### src/rtl/mole_game_pkg.sv
// Shared constants for the whack-a-mole game controller: FSM encoding and LFSR shape.
package mole_game_pkg;

  localparam int unsigned LFSR_W = 16;
  localparam logic [LFSR_W-1:0] LFSR_TAPS = 16'hB400;

  typedef enum logic [1:0] {
    IDLE = 2'd0,
    GAP  = 2'd1,
    UP   = 2'd2,
    OVER = 2'd3
  } state_t;

endpackage

### src/rtl/mole_lfsr.sv
// Free-running 16-bit Galois LFSR used as the mole-selection entropy source.
module mole_lfsr
  import mole_game_pkg::*;
#(
  parameter logic [LFSR_W-1:0] SEED = 16'hACE1
) (
  input  logic              clk,
  input  logic              reset,
  output logic [LFSR_W-1:0] out
);

  // Right-shifting Galois form; a non-zero seed keeps the state non-zero forever.
  always_ff @(posedge clk or posedge reset) begin
    if (reset) begin
      out <= SEED;
    end else begin
      out <= {1'b0, out[LFSR_W-1:1]} ^ (out[0] ? LFSR_TAPS : LFSR_W'(0));
    end
  end

endmodule

### src/rtl/mole_game_ctrl.sv
// Whack-a-mole round sequencer: raises random moles, judges whacks, tracks score/misses/time.
module mole_game_ctrl
  import mole_game_pkg::*;
#(
  parameter int unsigned       NUM_MOLES  = 4,
  parameter int unsigned       GAME_TICKS = 600,
  parameter int unsigned       MOLE_TICKS = 20,
  parameter int unsigned       GAP_TICKS  = 5,
  parameter int unsigned       SCORE_W    = 8,
  parameter int unsigned       TIME_W     = 10,
  parameter logic [LFSR_W-1:0] SEED       = 16'hACE1
) (
  input  logic                 clk,
  input  logic                 reset,
  input  logic                 tick,
  input  logic                 start_btn,
  input  logic [NUM_MOLES-1:0] hit,
  output logic [1:0]           state,
  output logic [NUM_MOLES-1:0] mole_onehot,
  output logic [SCORE_W-1:0]   score,
  output logic [SCORE_W-1:0]   misses,
  output logic [TIME_W-1:0]    time_left,
  output logic                 game_over
);

  localparam int unsigned MOLE_W  = (NUM_MOLES > 1) ? $clog2(NUM_MOLES) : 1;
  localparam int unsigned CNT_MAX = (GAP_TICKS > MOLE_TICKS) ? GAP_TICKS : MOLE_TICKS;
  localparam int unsigned CNT_W   = $clog2(CNT_MAX + 1);
  localparam logic [MOLE_W:0] NUM_W = (MOLE_W + 1)'(NUM_MOLES);

  state_t               state_q, state_n;
  logic                 start_q, start_e;
  logic [NUM_MOLES-1:0] hit_q, hit_e;
  logic [LFSR_W-1:0]    lfsr;
  logic                 lfsr_unused;
  logic [MOLE_W-1:0]    mole_q, mole_n, pick;
  logic [MOLE_W:0]      raw, sel, inc;
  logic [CNT_W-1:0]     gap_q, gap_n, mcnt_q, mcnt_n;
  logic [NUM_MOLES-1:0] onehot_n;
  logic [SCORE_W-1:0]   score_n, misses_n;
  logic [TIME_W-1:0]    time_n;
  logic                 over_n, time_end, hit_good, hit_bad;

  function automatic logic [SCORE_W-1:0] sat_inc(input logic [SCORE_W-1:0] v);
    logic [SCORE_W:0] s;
    s = {1'b0, v} + (SCORE_W + 1)'(1);
    return s[SCORE_W] ? v : s[SCORE_W-1:0];
  endfunction

  mole_lfsr #(.SEED(SEED)) u_lfsr (
    .clk   (clk),
    .reset (reset),
    .out   (lfsr)
  );

  assign lfsr_unused = ^lfsr[LFSR_W-1:MOLE_W];
  assign start_e     = start_btn & ~start_q;
  assign hit_e       = hit & ~hit_q;
  assign state       = state_q;

  // Fold the raw LFSR bits into range, then step past the previous mole.
  always_comb begin
    raw  = {1'b0, lfsr[MOLE_W-1:0]};
    sel  = (raw >= NUM_W) ? raw - NUM_W : raw;
    inc  = sel + (MOLE_W + 1)'(1);
    if (inc == NUM_W) inc = '0;
    pick = (sel[MOLE_W-1:0] == mole_q) ? inc[MOLE_W-1:0] : sel[MOLE_W-1:0];
  end

  always_comb begin
    state_n  = state_q;
    mole_n   = mole_q;
    gap_n    = gap_q;
    mcnt_n   = mcnt_q;
    onehot_n = mole_onehot;
    score_n  = score;
    misses_n = misses;
    time_n   = time_left;
    time_end = tick && (time_left == TIME_W'(1));
    hit_good = |(hit_e & mole_onehot);
    hit_bad  = |(hit_e & ~mole_onehot);

    case (state_q)
      IDLE: begin
        if (start_e) begin
          score_n  = '0;
          misses_n = '0;
          time_n   = TIME_W'(GAME_TICKS);
          gap_n    = CNT_W'(GAP_TICKS);
          state_n  = GAP;
        end
      end
      GAP: begin
        if (time_end) begin
          time_n  = '0;
          state_n = OVER;
        end else if (tick) begin
          time_n = time_left - TIME_W'(1);
          if (gap_q == CNT_W'(1)) begin
            mole_n   = pick;
            onehot_n = NUM_MOLES'(1) << pick;
            mcnt_n   = CNT_W'(MOLE_TICKS);
            state_n  = UP;
          end else begin
            gap_n = gap_q - CNT_W'(1);
          end
        end
      end
      UP: begin
        // Round expiry swallows any hit or timeout landing in the same cycle.
        if (time_end) begin
          time_n   = '0;
          onehot_n = '0;
          state_n  = OVER;
        end else begin
          if (tick) time_n = time_left - TIME_W'(1);
          if (hit_good) begin
            score_n  = sat_inc(score);
            gap_n    = CNT_W'(GAP_TICKS);
            onehot_n = '0;
            state_n  = GAP;
          end else if (tick && (mcnt_q == CNT_W'(1))) begin
            misses_n = sat_inc(misses);
            gap_n    = CNT_W'(GAP_TICKS);
            onehot_n = '0;
            state_n  = GAP;
          end else begin
            if (hit_bad) misses_n = sat_inc(misses);
            if (tick) mcnt_n = mcnt_q - CNT_W'(1);
          end
        end
      end
      OVER: begin
        if (start_e) state_n = IDLE;
      end
      default: state_n = IDLE;
    endcase

    over_n = (state_n == OVER);
  end

  always_ff @(posedge clk or posedge reset) begin
    if (reset) begin
      state_q     <= IDLE;
      start_q     <= 1'b0;
      hit_q       <= '0;
      mole_q      <= '0;
      gap_q       <= '0;
      mcnt_q      <= '0;
      mole_onehot <= '0;
      score       <= '0;
      misses      <= '0;
      time_left   <= '0;
      game_over   <= 1'b0;
    end else begin
      state_q     <= state_n;
      start_q     <= start_btn;
      hit_q       <= hit;
      mole_q      <= mole_n;
      gap_q       <= gap_n;
      mcnt_q      <= mcnt_n;
      mole_onehot <= onehot_n;
      score       <= score_n;
      misses      <= misses_n;
      time_left   <= time_n;
      game_over   <= over_n;
    end
  end

endmodule

### config.mk
export PLATFORM = sky130hd
export DESIGN_NAME = mole_game_ctrl
export DESIGN_NICKNAME = d
export VERILOG_FILES = /design/src/rtl/mole_game_pkg.sv /design/src/rtl/mole_lfsr.sv /design/src/rtl/mole_game_ctrl.sv
export SDC_FILE = /design/constraint.sdc
export NUM_CORES = 1
export LEC_CHECK = 0
export ABC_AREA = 1
export BUFFER_PORTS_ARGS = -buffer_cell sky130_fd_sc_hd__buf_2
export CAP_MARGIN = 20
export CORE_AREA = 3 3 116 118
export CTS_CLUSTER_DIAMETER = 40
export CTS_CLUSTER_SIZE = 30
export DETAILED_ROUTE_END_ITERATION = 10
export DIE_AREA = 0 0 119 121
export MAX_ROUTING_LAYER = met4
export PLACE_DENSITY_LB_ADDON = 0.12
export SLEW_MARGIN = 10
export SYNTH_ARGS = -nofsm -noshare
export SYNTH_HDL_FRONTEND = slang
export SYNTH_SLANG_ARGS = --single-unit
### constraint.sdc
create_clock -name clk -period 3.6 [get_ports clk]
set_input_delay 0.36 -clock clk [delete_from_list [all_inputs] [get_ports clk]]
set_output_delay 0.36 -clock clk [all_outputs]
set_load 0.05 [all_outputs]
# Word level (Yosys, flattened, before mapping)
# Index checks and enable logic that the tools add are counted.
dict set report word_totals {
  latchBits 0
  reg_bits 66
  wordCells 119
  memories 0
  rom_bits 0
  ramBits 0
}
dict set report op_classes {
  n_shift 1
  order_cmp 0
  n_addsub 6
  eq_ne 24
  n_div 0
  mux 50
  n_mul 0
  bitwise 9
  reduce_logical 17
}
# op n
set ops {}
lappend ops {{two-way mux 8 bit} 9}
lappend ops {{two-way mux 5 bit} 14}
lappend ops {{case mux 8 bit (2 select lines)} 2}
lappend ops {{two-way mux 10 bit} 3}
lappend ops {{two-way mux 4 bit} 6}
lappend ops {{!= test 2 bit (second input constant)} 11}
lappend ops {{two-way mux 2 bit} 10}
lappend ops {{case mux 10 bit (2 select lines)} 1}
lappend ops {{adder 8 x 1 -> 9 bit (second input constant)} 2}
lappend ops {{two-way mux 16 bit} 1}
lappend ops {{bitwise XOR 15 x 16 -> 16 bit} 1}
lappend ops {{case mux 5 bit (3 select lines)} 1}
lappend ops {{AND reduction 5 bit} 3}
lappend ops {{bitwise AND 4 bit} 3}
lappend ops {{equality test 10 x 1 -> 1 bit (second input constant)} 1}
lappend ops {{equality test 5 x 1 -> 1 bit (second input constant)} 2}
lappend ops {{case mux 5 bit (2 select lines)} 1}
lappend ops {{subtractor 10 x 1 -> 10 bit (second input constant)} 1}
lappend ops {{subtractor 5 x 1 -> 5 bit (second input constant)} 2}
lappend ops {{inverter 4 bit} 2}
lappend ops {{case mux 2 bit (4 select lines)} 1}
lappend ops {{case mux 4 bit (2 select lines)} 1}
lappend ops {{AND reduction 8 bit} 1}
lappend ops {{OR reduction 4 bit} 2}
lappend ops {{19 further kinds} 26}

# Logic depth before layout (Yosys ltp)
dict set report logic_depth {
  depth_word 9
  mapped_depth 12
  depth_no_buf 12
}

# Cells and area by module
# A second synthesis with hierarchy kept.
dict set report hier_totals {
  cells_unflattened 417
  hier_area_um2 3527.1
}
# module cells_per_inst area_per_inst_um2 n_inst seq_area_each_um2
set modules_own_cells {}
lappend modules_own_cells {mole_game_ctrl 387 3064.2 1 1251.2}
lappend modules_own_cells {mole_lfsr 30 462.9 1 410.4}

# Worst setup path before layout
# No wires, ideal clock.
dict set report synth_timing {
  path_kind {register -> register}
  start {reg state_q[0] (netlist: state[0])}
  end {reg misses[5]}
  path_slack_ps 1550
  required_time_ps 3477
  synth_period_minus_slack_ps 2050
  setup_time_ps 123
  t_arrival_ps 1927
  stages_incl_launch_ff 12
  path_cell_list {dfrtp_1 -> inv_1 -> ha_1 -> inv_1 -> nor2_1 -> nor2_2 -> o31ai_2 -> nor2_2 -> nand2_4 -> buf_8 -> nand2_2 -> o21ai_2}
}
dict set report synth_via {
  elab_chain_cells 3
}
# element line
set synth_lines {}
lappend synth_lines {{from (decl)} mole_game_ctrl.sv:31} ;# state_t state_q, state_n;
lappend synth_lines {{from (signal assigned)} mole_game_ctrl.sv:156} ;# state_q <= state_n;
lappend synth_lines {{equality test 2 bit / zero test 2 bit (equally long branches)} mole_game_ctrl.sv:83} ;# case (state_q)
lappend synth_lines {{!= test 3 bit (no line) (tied with other cells)} -}
lappend synth_lines {{AND reduction 5 bit (no line)} -}
lappend synth_lines {{to (signal assigned)} mole_game_ctrl.sv:164} ;# misses <= misses_n;
lappend synth_lines {{to (decl)} mole_game_ctrl.sv:21} ;# output logic [SCORE_W-1:0] misses,
# Parallel ways exist; a longest one is shown, timed or not.
# A chain may end at the register's enable or synchronous reset.

# Worst setup path after layout
dict set report layout_timing {
  start {reg state_q[0] (netlist: state[0])}
  end {reg score[5]}
}
dict set report layout_via {
  elab_chain_cells 3
}
# element line
set layout_lines {}
lappend layout_lines {{equality test 2 bit / zero test 2 bit (equally long branches)} mole_game_ctrl.sv:83}
lappend layout_lines {{!= test 2 bit (no line) / nonzero test 2 bit (equally long branches)} -}
lappend layout_lines {{AND reduction 5 bit (no line)} -}
lappend layout_lines {{to (signal assigned)} mole_game_ctrl.sv:163} ;# score <= score_n;
lappend layout_lines {{to (decl)} mole_game_ctrl.sv:20} ;# output logic [SCORE_W-1:0] score,
# Parallel ways exist; a longest one is shown, timed or not.

==> results by group <==
Flow run
  • Max-Cap Viols: 0

Setup path
  • CP Capture Type: flip-flop
  • Critical path class: reg -> reg
  • CP startpoint kind: flip-flop
  • Worst R2R Setup Slack: 1400 ps
  • WP buf/inv: 2
  • R2R depth: 9
  • Critical Path Fanout Max: 11
  • Family with the most delay on the worst path: simple AND/OR/NAND/NOR gates
  • Slowest stage delay, CP: roughly 470 ps
  • Critical path required time: 3820 ps
  • Worst r2r dst: score[5]
  • Slowest cell on the critical path: ha_1
  • FF-to-FF Start: state[0]
  • Worst path cell trace: inv_1 -> ha_1 -> nor2_1 -> nor2_2 -> nand4_2 -> nand2_2 -> inv_2 -> nand2_1 -> o21ai_0
  • WP data arrival: about 2400 ps

Route
  • Drt initial violations: between 100 and 150
  • Pre-antenna DRT Iters: 4
  • Via count: around 3000
  • Vias per cell: about 4.6
  • Residual DRC: 0
  • Routed wire length: just under 9000 µm
  • Routed wire length per instance: roughly 13 µm
  • Antenna Nets Post-Route: 0

Synthesis
  • Post-synthesis sequential area ratio: 0.448
  • Post-synthesis mux area share: 0
  • Synth top area share: 0.391
  • Synth Area in Adders: 0.0439
  • Mapped Avg Cell Area: about 8.7 µm²
  • Post-Synthesis Cells: ~430
  • Post-synthesis xor/xnor area fraction: 0.0331
  • Compound-Gate Fraction of Synth Area: 0.0992
  • Synthesis Warnings: 0
  • Area leader, netlist: dfrtp_1
  • Simple-gate share of the synthesized area: 0.305
  • Synthesized flop and latch total: 66
  • Mapped Nets: 449
  • Synth area leaders: dfrtp_1 (39%), nand2_1 (9.2%), dfstp_2 (5.7%), nand3_1 (5.1%), ha_1 (4.4%)
  • Cell variety after synth: between 40 and 50
  • Largest family of logic cells by synthesized area: simple AND/OR/NAND/NOR gates
  • Area of the mapped netlist: between 3000 and 4000 µm²

GRT
  • Total congestion overflow: 0
  • First-pass GRT wire length: between 10000 and 15000 µm
  • Largest net degree at the start of global routing: 26
  • Via count of the first global-routing pass: roughly 3000
  • Initial antenna violation count: 0
  • Global router's overall resource usage: 0.136

Timing
  • Worst slew margin: 0.604
  • Final period utilization: 0.611
  • Max Fclk: around 450 MHz
  • Tightest Pin Transition: about 590 ps
  • Hold_ws: between 10 and 15 ps
  • Final Hold Vio Count: 0
  • Clk_skew: around 5.3 ps
  • RSZ-0062 raised after global routing: no
  • Final number of max-transition violations: 0
  • Period minus WS final: around 2200 ps
  • Final setup violating endpoints: 0
  • Fin Setup TNS: 0 ps

Floorplan
  • Die boundary width: around 120 µm
  • Die Area: approximately 14000 µm²
  • Core area: roughly 13000 µm²
  • Die height: between 100 and 150 µm
  • Row Count: 41
  • IO Pins: 41
  • Initial Util: 0.295

Power
  • Peak VDD IR: just under 0.3 mV
  • Pwr/cell area: 800 nW/µm²
  • Leakage power: between 2 and 2.5 nW
  • Final Power: 0.00351 W

Clocking
  • Resized cells post-CTS: 0
  • CTS Buf Count: 9
  • CTS tree: built
  • CTS Root Cell: clkbuf_16
  • Clock-pin transition on the worst setup and hold timing paths: around 60 ps
  • H-tree Lvls: 3
  • Cts hold-fix bufs: 0
  • Maximum root-to-sink buffer count: 2
  • # clock sinks: 66
  • # Post-CTS Setup Buffers: 0
  • Worst skew pair latency: between 300 and 400 ps

Layout
  • Synthesis-to-finish area growth: 18.3%
  • Number of diodes: 0
  • Most frequent cells in the layout: nand2_1 (91), dfrtp_1 (58), inv_1 (42), buf_2 (40), nand3_1 (38)
  • Final Cell Area: ~4400 µm²
  • Final core utilization: 0.349
  • Nets: between 400 and 500
  • Share of layout cells above drive strength 1: 0.267
  • Most common cell after layout, fill and taps aside: nand2_1
  • Fillers: roughly 1300

Placed design
  • Gpl congestion: 0.796
  • DPL Wire Length: 6370 µm
  • Port bufs: 40
  • Area after DPL: ~4100 µm²

Min path
  • Type of the worst min-delay path: in -> async

Status
  • Status: complete, no violations
report_power, final:
part / internal, W / leakage (nW) / total (W) / switching, W
Sequential: 0.000873 / 0.838 / 0.00100 / 0.000129
Clock: 0.000537 / 0.139 / 0.000884 / 0.000347
Combinational: 0.000456 / 1.17 / 0.00162 / 0.00116
synth_stat cells (all sizes together):
| cell type | instances |
|---|---|
| nand2 | 99 |
| a22oi | 2 |
| nand3 | 45 |
| o31ai | 1 |
| a21oi | 12 |
| o21ai | 31 |
| a31oi | 2 |
| clkinv | 2 |
| xor2 | 12 |
| o211ai | 2 |
| or2 | 9 |
| nor3 | 9 |
| nand3b | 1 |
| dfstp | 8 |
| o21bai | 1 |
| and3 | 1 |
| buf | 6 |
| nor4 | 1 |
| xnor2 | 2 |
| a41o | 1 |
| nand4 | 15 |
| nor2 | 41 |
| o22ai | 2 |
| inv | 51 |
| dfrtp | 58 |
| clkbuf | 1 |
| ha | 13 |
cells by family (layout without fill, tap and decap cells):
family,Yosys count,after routing
AOI/OAI and AO/OA,54,54
xor gates and xnor gates,14,14
adders and majority gates,13,13
buffers and inverters,60,112
DFF,66,66
and+or+nand+nor,221,221
state kept, by name, indices dropped and copies added, names as in the netlist:
signal / cells
hit_q: 4
start_q: 1
u_lfsr.out: 16
mole_onehot: 4
game_over: 1
score: 8
misses: 8
state: 2
gap_q: 5
mcnt_q: 5
time_left: 10
mole_q: 2
metrics by stage:
stage / setup WS (ps) / cells
finish: 1400 / 652
floorplan: 1550 / 428
CTS: 1370 / 652
global route: 1170 / 652
global placement: 1460 / 636
detailed placement: 1390 / 636
final cells by class:
cell class              count  area [µm²]  share of cell area
well taps                 172         215              0.0491
flip-flops and latches     66        1660               0.379
clock inverters             6        67.6              0.0154
multi-input cells         302        1780               0.407
inverters                  53         204              0.0465
repair buffers             43         223              0.0508
clock buffers              10         229              0.0522
layer usage:
metal,track usage,share of wire
met5,-,0
met4,0.0550,0.019
met3,0.0373,0.046
met2,0.208,0.46
met1,0.170,0.48
worst max path at each step:
stage	start	end	cells past startpoint
2_1_floorplan	state[0]	misses[5]	11
3_3_place_gp	state[0]	score[5]	9
3_5_place_dp	state[0]	score[6]	9
4_1_cts	state[0]	score[5]	9
5_1_grt	state[0]	misses[3]	9
6_report	state[0]	score[5]	9
No activity file was read; power rests on OpenSTA's default activity.
